**config.mk**
```make
export PLATFORM = sky130hd
export DESIGN_NAME = uart_rx_deserializer_flat
export DESIGN_NICKNAME = d
export VERILOG_FILES = /design/src/rtl/uart_pkg.sv /design/src/rtl/uart_rx_deserializer_if.sv /design/src/rtl/uart_rx_timeout.sv /design/src/rtl/uart_rx_deserializer.sv /design/src/flat_wrapper.sv
export SDC_FILE = /design/constraint.sdc
export NUM_CORES = 1
export LEC_CHECK = 0
export BUFFER_PORTS_ARGS = -buffer_cell sky130_fd_sc_hd__buf_2
export CAP_MARGIN = 10
export CELL_PAD_IN_SITES_DETAIL_PLACEMENT = 0
export CELL_PAD_IN_SITES_GLOBAL_PLACEMENT = 2
export CORE_MARGIN = 2
export CORE_UTILIZATION = 38
export CTS_CLUSTER_DIAMETER = 100
export DETAILED_ROUTE_END_ITERATION = 10
export PLACE_DENSITY = 0.74
export SLEW_MARGIN = 20
export SYNTH_ARGS = -nofsm -noshare
export SYNTH_HDL_FRONTEND = slang
export SYNTH_SLANG_ARGS = --single-unit
```
**constraint.sdc**
```tcl
create_clock -name sample_clk -period 1.7 [get_ports sample_clk]
set_input_delay 0.17 -clock sample_clk [delete_from_list [all_inputs] [get_ports sample_clk]]
set_output_delay 0.17 -clock sample_clk [all_outputs]
set_load 0.01 [all_outputs]
```
**src/rtl/uart_pkg.sv**
```systemverilog
// Shared UART definitions: receive FSM states, parity modes and the parity helper.
// The transmit side imports the same constants.
package uart_pkg;

    typedef enum logic [1:0] {
        StIdle,
        StData,
        StParity,
        StStop
    } rx_state_e;

    localparam int unsigned PARITY_NONE   = 0;
    localparam int unsigned PARITY_EVEN   = 1;
    localparam int unsigned PARITY_ODD    = 2;
    localparam int unsigned MAX_DATA_BITS = 9;

    // Narrower words are zero-extended by the caller; zeros do not change the XOR.
    function automatic logic parity_bit(input logic [MAX_DATA_BITS-1:0] data,
                                        input int unsigned              mode);
        return (^data) ^ (mode == PARITY_ODD);
    endfunction

endpackage

```
**src/rtl/uart_rx_deserializer_if.sv**
```systemverilog
// Sampler-side inputs and host-side word/error outputs of the UART receive deserializer.
interface uart_rx_deserializer_if #(
    parameter int unsigned DATA_BITS = 8
);
    logic                 din;
    logic                 sample_sig;
    logic [DATA_BITS-1:0] rx_data;
    logic                 rx_valid;
    logic                 rx_ready;
    logic                 frame_err;
    logic                 parity_err;
    logic                 overrun_err;
    logic                 frame_abort;

    modport master (
        input  din, sample_sig, rx_ready,
        output rx_data, rx_valid, frame_err, parity_err, overrun_err, frame_abort
    );

    modport slave (
        output din, sample_sig, rx_ready,
        input  rx_data, rx_valid, frame_err, parity_err, overrun_err, frame_abort
    );
endinterface

```
**src/rtl/uart_rx_timeout.sv**
```systemverilog
// Strobe watchdog: reloads on every strobe and flags expiry once TIMEOUT_CYCLES-1 edges pass
// without one while a frame is in progress.
module uart_rx_timeout #(
    parameter int unsigned TIMEOUT_CYCLES = 32
) (
    input  logic clk_i,
    input  logic rst_ni,
    input  logic active_i,
    input  logic strobe_i,
    output logic expire_o
);
    localparam int unsigned CntW = $clog2(TIMEOUT_CYCLES);
    localparam logic [CntW-1:0] LoadVal = CntW'(TIMEOUT_CYCLES - 1);

    logic [CntW-1:0] cnt_q, cnt_d;

    always_comb begin
        cnt_d = cnt_q;
        if (strobe_i) begin
            cnt_d = LoadVal;
        end else if (!active_i) begin
            cnt_d = '0;
        end else if (cnt_q != '0) begin
            cnt_d = cnt_q - 1'b1;
        end
    end

    always_ff @(posedge clk_i or negedge rst_ni) begin
        if (!rst_ni) begin
            cnt_q <= '0;
        end else begin
            cnt_q <= cnt_d;
        end
    end

    // A strobe arriving in the expiry cycle reloads the counter instead of aborting.
    assign expire_o = active_i & ~strobe_i & (cnt_q == CntW'(1));

endmodule

```
**src/rtl/uart_rx_deserializer.sv**
```systemverilog
// UART receive deserializer: shifts strobed bits LSB first, checks parity and stop bit, and
// holds each good word in a valid/ready register with one-cycle error pulses.
module uart_rx_deserializer
    import uart_pkg::*;
#(
    parameter int unsigned DATA_BITS      = 8,
    parameter int unsigned PARITY_MODE    = PARITY_NONE,
    parameter int unsigned BIT_CYCLES     = 16,
    parameter int unsigned TIMEOUT_CYCLES = 2 * BIT_CYCLES
) (
    input logic                   sample_clk,
    input logic                   rst_n,
    uart_rx_deserializer_if.master bus
);
    localparam int unsigned IdxW = $clog2(DATA_BITS + 2);

    rx_state_e            state_q, state_d;
    logic [DATA_BITS-1:0] shift_q, shift_d;
    logic [DATA_BITS-1:0] data_q, data_d;
    logic [IdxW-1:0]      idx_q, idx_d;
    logic                 par_q, par_d;
    logic                 valid_q, valid_d;
    logic                 ferr_q, ferr_d;
    logic                 perr_q, perr_d;
    logic                 ovr_q, ovr_d;
    logic                 abort_q, abort_d;
    logic                 strobe;
    logic                 expire;
    logic                 par_ok;

    assign strobe = bus.sample_sig;
    assign par_ok = (PARITY_MODE == PARITY_NONE) ||
                    (par_q == parity_bit(MAX_DATA_BITS'(shift_q), PARITY_MODE));

    uart_rx_timeout #(
        .TIMEOUT_CYCLES(TIMEOUT_CYCLES)
    ) u_timeout (
        .clk_i   (sample_clk),
        .rst_ni  (rst_n),
        .active_i(state_q != StIdle),
        .strobe_i(strobe),
        .expire_o(expire)
    );

    always_comb begin
        state_d = state_q;
        shift_d = shift_q;
        data_d  = data_q;
        idx_d   = idx_q;
        par_d   = par_q;
        valid_d = valid_q;
        ferr_d  = 1'b0;
        perr_d  = 1'b0;
        ovr_d   = 1'b0;
        abort_d = 1'b0;

        if (valid_q && bus.rx_ready) begin
            valid_d = 1'b0;
        end

        unique case (state_q)
            StIdle: begin
                if (strobe) begin
                    shift_d = {bus.din, shift_q[DATA_BITS-1:1]};
                    idx_d   = IdxW'(1);
                    state_d = StData;
                end
            end
            StData: begin
                if (strobe) begin
                    shift_d = {bus.din, shift_q[DATA_BITS-1:1]};
                    idx_d   = idx_q + 1'b1;
                    if (idx_q == IdxW'(DATA_BITS - 1)) begin
                        state_d = (PARITY_MODE != PARITY_NONE) ? StParity : StStop;
                    end
                end
            end
            StParity: begin
                if (strobe) begin
                    par_d   = bus.din;
                    state_d = StStop;
                end
            end
            StStop: begin
                if (strobe) begin
                    state_d = StIdle;
                    idx_d   = '0;
                    // A bad stop bit masks any parity result.
                    if (!bus.din) begin
                        ferr_d = 1'b1;
                    end else if (!par_ok) begin
                        perr_d = 1'b1;
                    end else if (!valid_q || bus.rx_ready) begin
                        data_d  = shift_q;
                        valid_d = 1'b1;
                    end else begin
                        ovr_d = 1'b1;
                    end
                end
            end
        endcase

        if (expire) begin
            state_d = StIdle;
            idx_d   = '0;
            abort_d = 1'b1;
        end
    end

    always_ff @(posedge sample_clk or negedge rst_n) begin
        if (!rst_n) begin
            state_q <= StIdle;
            shift_q <= '0;
            data_q  <= '0;
            idx_q   <= '0;
            par_q   <= 1'b0;
            valid_q <= 1'b0;
            ferr_q  <= 1'b0;
            perr_q  <= 1'b0;
            ovr_q   <= 1'b0;
            abort_q <= 1'b0;
        end else begin
            state_q <= state_d;
            shift_q <= shift_d;
            data_q  <= data_d;
            idx_q   <= idx_d;
            par_q   <= par_d;
            valid_q <= valid_d;
            ferr_q  <= ferr_d;
            perr_q  <= perr_d;
            ovr_q   <= ovr_d;
            abort_q <= abort_d;
        end
    end

    assign bus.rx_data     = data_q;
    assign bus.rx_valid    = valid_q;
    assign bus.frame_err   = ferr_q;
    assign bus.parity_err  = perr_q;
    assign bus.overrun_err = ovr_q;
    assign bus.frame_abort = abort_q;

endmodule

```
**src/flat_wrapper.sv**
```systemverilog
// flat-port wrapper written by rule: the top's interface ports become plain ports
module uart_rx_deserializer_flat import uart_pkg::*;
#(
    parameter int unsigned DATA_BITS      = 8,
    parameter int unsigned PARITY_MODE    = PARITY_NONE,
    parameter int unsigned BIT_CYCLES     = 16,
    parameter int unsigned TIMEOUT_CYCLES = 2 * BIT_CYCLES
)
  (sample_clk, rst_n, bus_din, bus_sample_sig, bus_rx_ready, bus_rx_data, bus_rx_valid, bus_frame_err, bus_parity_err, bus_overrun_err, bus_frame_abort);
  uart_rx_deserializer_if #(.DATA_BITS(DATA_BITS)) bus_i ();
  input logic sample_clk;
  input logic rst_n;
  input wire logic [$bits(bus_i.din)-1:0] bus_din;
  input wire logic [$bits(bus_i.sample_sig)-1:0] bus_sample_sig;
  input wire logic [$bits(bus_i.rx_ready)-1:0] bus_rx_ready;
  output wire logic [$bits(bus_i.rx_data)-1:0] bus_rx_data;
  output wire logic [$bits(bus_i.rx_valid)-1:0] bus_rx_valid;
  output wire logic [$bits(bus_i.frame_err)-1:0] bus_frame_err;
  output wire logic [$bits(bus_i.parity_err)-1:0] bus_parity_err;
  output wire logic [$bits(bus_i.overrun_err)-1:0] bus_overrun_err;
  output wire logic [$bits(bus_i.frame_abort)-1:0] bus_frame_abort;
  assign bus_i.din = bus_din;
  assign bus_i.sample_sig = bus_sample_sig;
  assign bus_i.rx_ready = bus_rx_ready;
  assign bus_rx_data = bus_i.rx_data;
  assign bus_rx_valid = bus_i.rx_valid;
  assign bus_frame_err = bus_i.frame_err;
  assign bus_parity_err = bus_i.parity_err;
  assign bus_overrun_err = bus_i.overrun_err;
  assign bus_frame_abort = bus_i.frame_abort;
  uart_rx_deserializer #(.DATA_BITS(DATA_BITS), .PARITY_MODE(PARITY_MODE), .BIT_CYCLES(BIT_CYCLES), .TIMEOUT_CYCLES(TIMEOUT_CYCLES)) u_core (.sample_clk(sample_clk), .rst_n(rst_n), .bus(bus_i));
endmodule
```
After elaboration in Yosys (flattened, before gate mapping). Cells that the tools add are included. Widths: inputs -> output; s select.

Equal/unequal tests: 11. Bitwise logic cells: 3. Add/sub/neg operators: 2. Mux-type cells: 28. Reductions and logical operators: 12.

Operators by type and width (count): $mux 4 (4); $mux 5 (3); $ne 3x2->1 const B (5); $mux 1 (13); $mux 2 (6); $pmux 4 s3 (1); $pmux 2 s4 (1); $reduce_and 4->1 (2); $eq 5x1->1 const B (1); $reduce_and 5->1 (1); $reduce_bool 5->1 (1); $sub 5x1->5 const B (1); $add 4x1->4 const B (1); $eq 2x2->1 const B (2); $eq 4x3->1 const B (1); $reduce_bool 4->1 (1); $ne 3x1->1 const B (1); $and 1x1->1 (2); $eq 2x1->1 const B (1); $logic_not 2->1 (1); $reduce_and 2->1 (1); $reduce_bool 2->1 (1); $reduce_or 2->1 (1); $logic_and 1x1->1 (1); 3 further kinds (3).

Output and inout port bits: 13. Input bits: 5. Flip-flop bits (word level): 31. Logic and storage cells: 65.

Longest topological paths before layout.
Depth in word-level cells: 6. Mapped depth: 6.

By module. Synthesis repeated with hierarchy kept, for this count alone.

Cell total of the unflattened synthesis: 112. Area, all modules: 1438.9 um^2.

Modules (own cells, without submodules): uart_rx_deserializer (cells an instance 86, times used 1, area an instance 1146.1 um^2); uart_rx_timeout (cells an instance 26, times used 1, area an instance 292.8 um^2).

Worst setup path before layout. Ideal clock, no wire load.

Path type: reg-to-reg. From: register u_core.state_q[0]. To: register u_core.state_q[1]. Data arrival time: 1.488 ns. Path slack: 0.133 ns. Library setup time: 0.079 ns. Required time: 1.621 ns. Clock period less this slack: 1.567 ns. Stages on the path, launching flop included: 7. Path buffers: 1. Cells stage by stage: dfrtp_1 inv_1 ha_1 buf_6 or4_4 a22oi_2 mux2i_1.

Word-level cells in the longest chain between the ends: 5.

Ends and longest elaborated chain: start, declared (line uart_rx_deserializer.sv:17) `rx_state_e state_q, state_d;`; start signal, assigned (line uart_rx_deserializer.sv:112) `state_q <= StIdle;`; start signal, assigned (line uart_rx_deserializer.sv:123) `state_q <= state_d;`; $reduce_bool 2->1 (line uart_rx_deserializer.sv:40) `.active_i(state_q != StIdle),`; $and 1x1->1 (2 in series) (line uart_rx_timeout.sv:37) `assign expire_o = active_i & ~strobe_i & (cnt_q == CntW'(1));`; $ne 3x1->1 (no source line) or $ne 3x2->1 (tied branches); $reduce_and 5->1 (no source line).

Several ways; a longest one is shown, not always the timed one. A chain may end at the register's enable or synchronous reset.

Final worst setup path.
From: register u_core.state_q[1]. To: register u_core.state_q[1].

The elaborated chain is that of the path after synthesis.

==> metrics.yaml <==
min_delay_path_depth: 2
placedInstanceArea_um2: 1690
rr_worst_depth: 5
timing.reg2reg.setup_slack_ns: 0.06
worst_path_cell_trace: "inv_2 -> ha_2 -> or4_4 -> a22oi_2 -> mux2i_1"
row_count: 22
reg2reg_to: "u_core.state_q[1]$_DFFE_PN0P_"
hold-path-endpoint: "u_core.bus.frame_err$_DFF_PN0_"
muxShareOfSynthArea_pct: 14.6
initialDrtViolationCount: 27
total_leakage_power_nw: 0.832
worstPathMaxFanout: 4
num-nets-final: 162
finalInstanceArea_um2: 1810
grt_pass1_vias: 983
globalRoute.busiestLayer: "met2"
port_buffers: 16
clock_sink_count: 31
seq_area_frac_synth_pct: 51.2
yosys_warnings: 0
final.period_utilization_pct: 96.5
run_status: "finished, final reports clean"
die_width_um: 67.1
worst_setup_path_start_kind: "flop"
timing.setup.tns_ns: 0
track_usage_pct: 14.8
synth_common_cells: "31 x sky130_fd_sc_hd__dfrtp_1, 17 x sky130_fd_sc_hd__mux2_2, 8 x sky130_fd_sc_hd__ha_1, 5 x sky130_fd_sc_hd__nand2_1, 5 x sky130_fd_sc_hd__o21ai_0"
timing.max_slew.rel_slack_pct: 54.6
crit_path_end_kind: "flop"
h_tree_level_count: 2
crit_path_max_incr_delay_ns: 0.53
ys.flop_type: "sky130_fd_sc_hd__dfrtp_1"
synth_top_family_by_area: "multiplexers"
fin_ws_ns: 0.0594
clk-insertion-delay-late_ns: 0.28
floorplan.die_area_um2: 4510
cts_tree: "yes"
dp.cells: 189
detailedRoute.firstPassIterationCount: 4
required_time_reported_for_the_critical_path_endpoint_ns: 1.91
cts-buffers-inserted: 5
via_per_inst: 4.94
min_delay_startpoint: "bus_din"
period_needed_ns: 1.64
yosys.area_share.simple_pct: 11.1
core_area_um2: 3740
min_path_type: "in -> reg"
power-per-cell-area_nw_per_um2: 1740
final_antenna_net_count: 0
total_power_mw: 3.15
setup_repair_after_global_routing_missed_its_margin: "true"
hold_viol: 0
adder_and_majority_cell_fraction_of_the_synthesized_area_pct: 6.61
final.setup_skew_ns: 0.00892
drcViolationCount: 0
post_dp_hpwl_um: 1990
cts-root-buf: "sky130_fd_sc_hd__clkbuf_8"
max-clock-path-buffers: 2
post-synth-top-count-cell: "sky130_fd_sc_hd__dfrtp_1"
report.final.setup_viol: 0
yosys_register_bits: 31
parity_gate_share_of_the_synthesized_area_counting_xor_and_xnor_cells_pct: 2.89
grt_start_max_net_pins: 32
routabilityCongestion: 0.775
grt_remaining_overflow: 0
worstSetupPathType: "reg -> reg"
avgRoutedWirePerCell_um: 14.3
max_clock_freq_ghz: 0.610
gr-usage-met2_pct: 22.0
cap_violations: 0
ir_drop_v: 0.000677
syn-cell-area_um2: 1520
global_route_wire_length_before_repair_um: 4750
dpl_worst_slack_ns: 0.0419
timing.critical_path.slowest_stage_cell: "sky130_fd_sc_hd__or4_4"
grt_util_met1_pct: 19.1
synthCells: 121
area_growth_pct: 19.5
io-pin-count: 18
post_route_cells_drive_above_1_share_pct: 42.3
final-instance-count-excl-fill: 197
timing_max_transition_violations_final: 0
netlist.top_cell.by_area: "sky130_fd_sc_hd__dfrtp_1"
route.vias.total: 973
floorplan.initialDensity_pct: 40.5
tightest_slew_ns: 0.681
synth_edf_count: 0
initial_antenna_violation_count: 0
finalCoreUtilization_pct: 48.4
synth_top_area_share_pct: 51.2
worst_setup_hold_path_clk_slew_ns: 0.07
nets_in_the_synthesized_netlist: 134
synthesized_area_fraction_occupied_by_ao_oa_aoi_and_oai_cells_pct: 9.17
detail_route.wirelength_um: 2820
hold_slack_ns: 0.0904
worstPathArrival_ns: 1.85
regToRegStartpoint: "u_core.state_q[1]$_DFFE_PN0P_"
synthArstFlopShare_pct: 100
fp.dieH_um: 67.1
globalRouteMet3Util_pct: 5.50
diodes: 0
synth.avg_cell_area_um2: 12.5
yosys.cell_types.count: 36
post_cts.repair.setup_buffers: 0
synth.area.top_cells: "sky130_fd_sc_hd__dfrtp_1 51%, sky130_fd_sc_hd__mux2_2 13%, sky130_fd_sc_hd__ha_1 6.6%"
## registers in the layout, summed over array words and instances, names as in the netlist
register	cells
u_core.bus.rx_valid	1
u_core.bus.frame_abort	1
u_core.bus.frame_err	1
u_core.shift_q	8
u_core.u_timeout.cnt_q	5
u_core.bus.rx_data	8
u_core.state_q	2
u_core.idx_q	4
u_core.bus.overrun_err	1
## layout by cell type, fill, tap and decap left out, types with 3 or more instances in the layout
cell                        n
sky130_fd_sc_hd__xor2_1     3
sky130_fd_sc_hd__dfrtp_1   30
sky130_fd_sc_hd__ha_1       5
sky130_fd_sc_hd__clkbuf_8   6
sky130_fd_sc_hd__nor2_1     4
sky130_fd_sc_hd__nand2_1    5
sky130_fd_sc_hd__nand3_1    4
sky130_fd_sc_hd__mux2i_1    3
sky130_fd_sc_hd__buf_2     16
sky130_fd_sc_hd__o21ai_0    4
sky130_fd_sc_hd__buf_4      8
sky130_fd_sc_hd__ha_2       3
sky130_fd_sc_hd__mux2_2    17
## routing by layer
| metal | share of wire, % | vias up |
|---|---|---|
| li1 | - | 480 |
| met1 | 46 | 474 |
| met2 | 48 | 12 |
| met3 | 3.5 | 7 |
| met4 | 2.0 | 0 |
| met5 | 0 | - |
## worst max path at each step
stage | startpoint | endpoint | slack (ns) | depth (start not counted)
4_1_cts | u_core.state_q[0]$_DFFE_PN0P_ | u_core.state_q[1]$_DFFE_PN0P_ | 0.009 | 5
3_5_place_dp | u_core.state_q[0]$_DFFE_PN0P_ | u_core.state_q[1]$_DFFE_PN0P_ | 0.04 | 5
2_1_floorplan | u_core.state_q[0]$_DFFE_PN0P_ | u_core.state_q[1]$_DFFE_PN0P_ | 0.13 | 6
5_1_grt | u_core.state_q[1]$_DFFE_PN0P_ | u_core.state_q[1]$_DFFE_PN0P_ | -0.01 | 5
6_report | u_core.state_q[1]$_DFFE_PN0P_ | u_core.state_q[1]$_DFFE_PN0P_ | 0.06 | 5
3_3_place_gp | u_core.state_q[0]$_DFFE_PN0P_ | u_core.state_q[1]$_DFFE_PN0P_ | 0.10 | 5
## area by class of cell
class,instances,area [um^2]
clock buffers,6,82.6
repair buffers,26,170
flip-flops and latches,31,777
fillers,365,1930
inverters,5,21.3
clock inverters,1,5.00
multi-input cells,80,694
well taps,48,60.1
## critical path: cells and delay by family (launching register included)
family	cells	cell delay [ns]
muxes	1	0.20
DFF	1	0.40
buffers and inverters	1	0.07
AOI/OAI and AO/OA	1	0.18
adders and majority gates	1	0.19
and+or+nand+nor	1	0.53
## logic make-up (layout without fill, tap and decap cells)
logic type / after synthesis / in the layout
DFF: 31 / 31
xor gates and xnor gates: 5 / 5
buffers and inverters: 10 / 38
muxes: 20 / 20
AOI/OAI and AO/OA: 19 / 19
other: 1 / 1
and+or+nand+nor: 27 / 27
adders and majority gates: 8 / 8
## where the power goes
| part | internal (mW) | switching, mW |
|---|---|---|
| Clock | 0.317 | 0.263 |
| Combinational | 0.713 | 0.577 |
| Sequential | 1.05 | 0.226 |
## what timing repair did
item,CTS,global route
hold buffers,1,0
endpoints found under the hold margin,31,0
endpoints found under the setup margin,0,13
resized for setup,0,9
(Power assumes the default switching activity.)
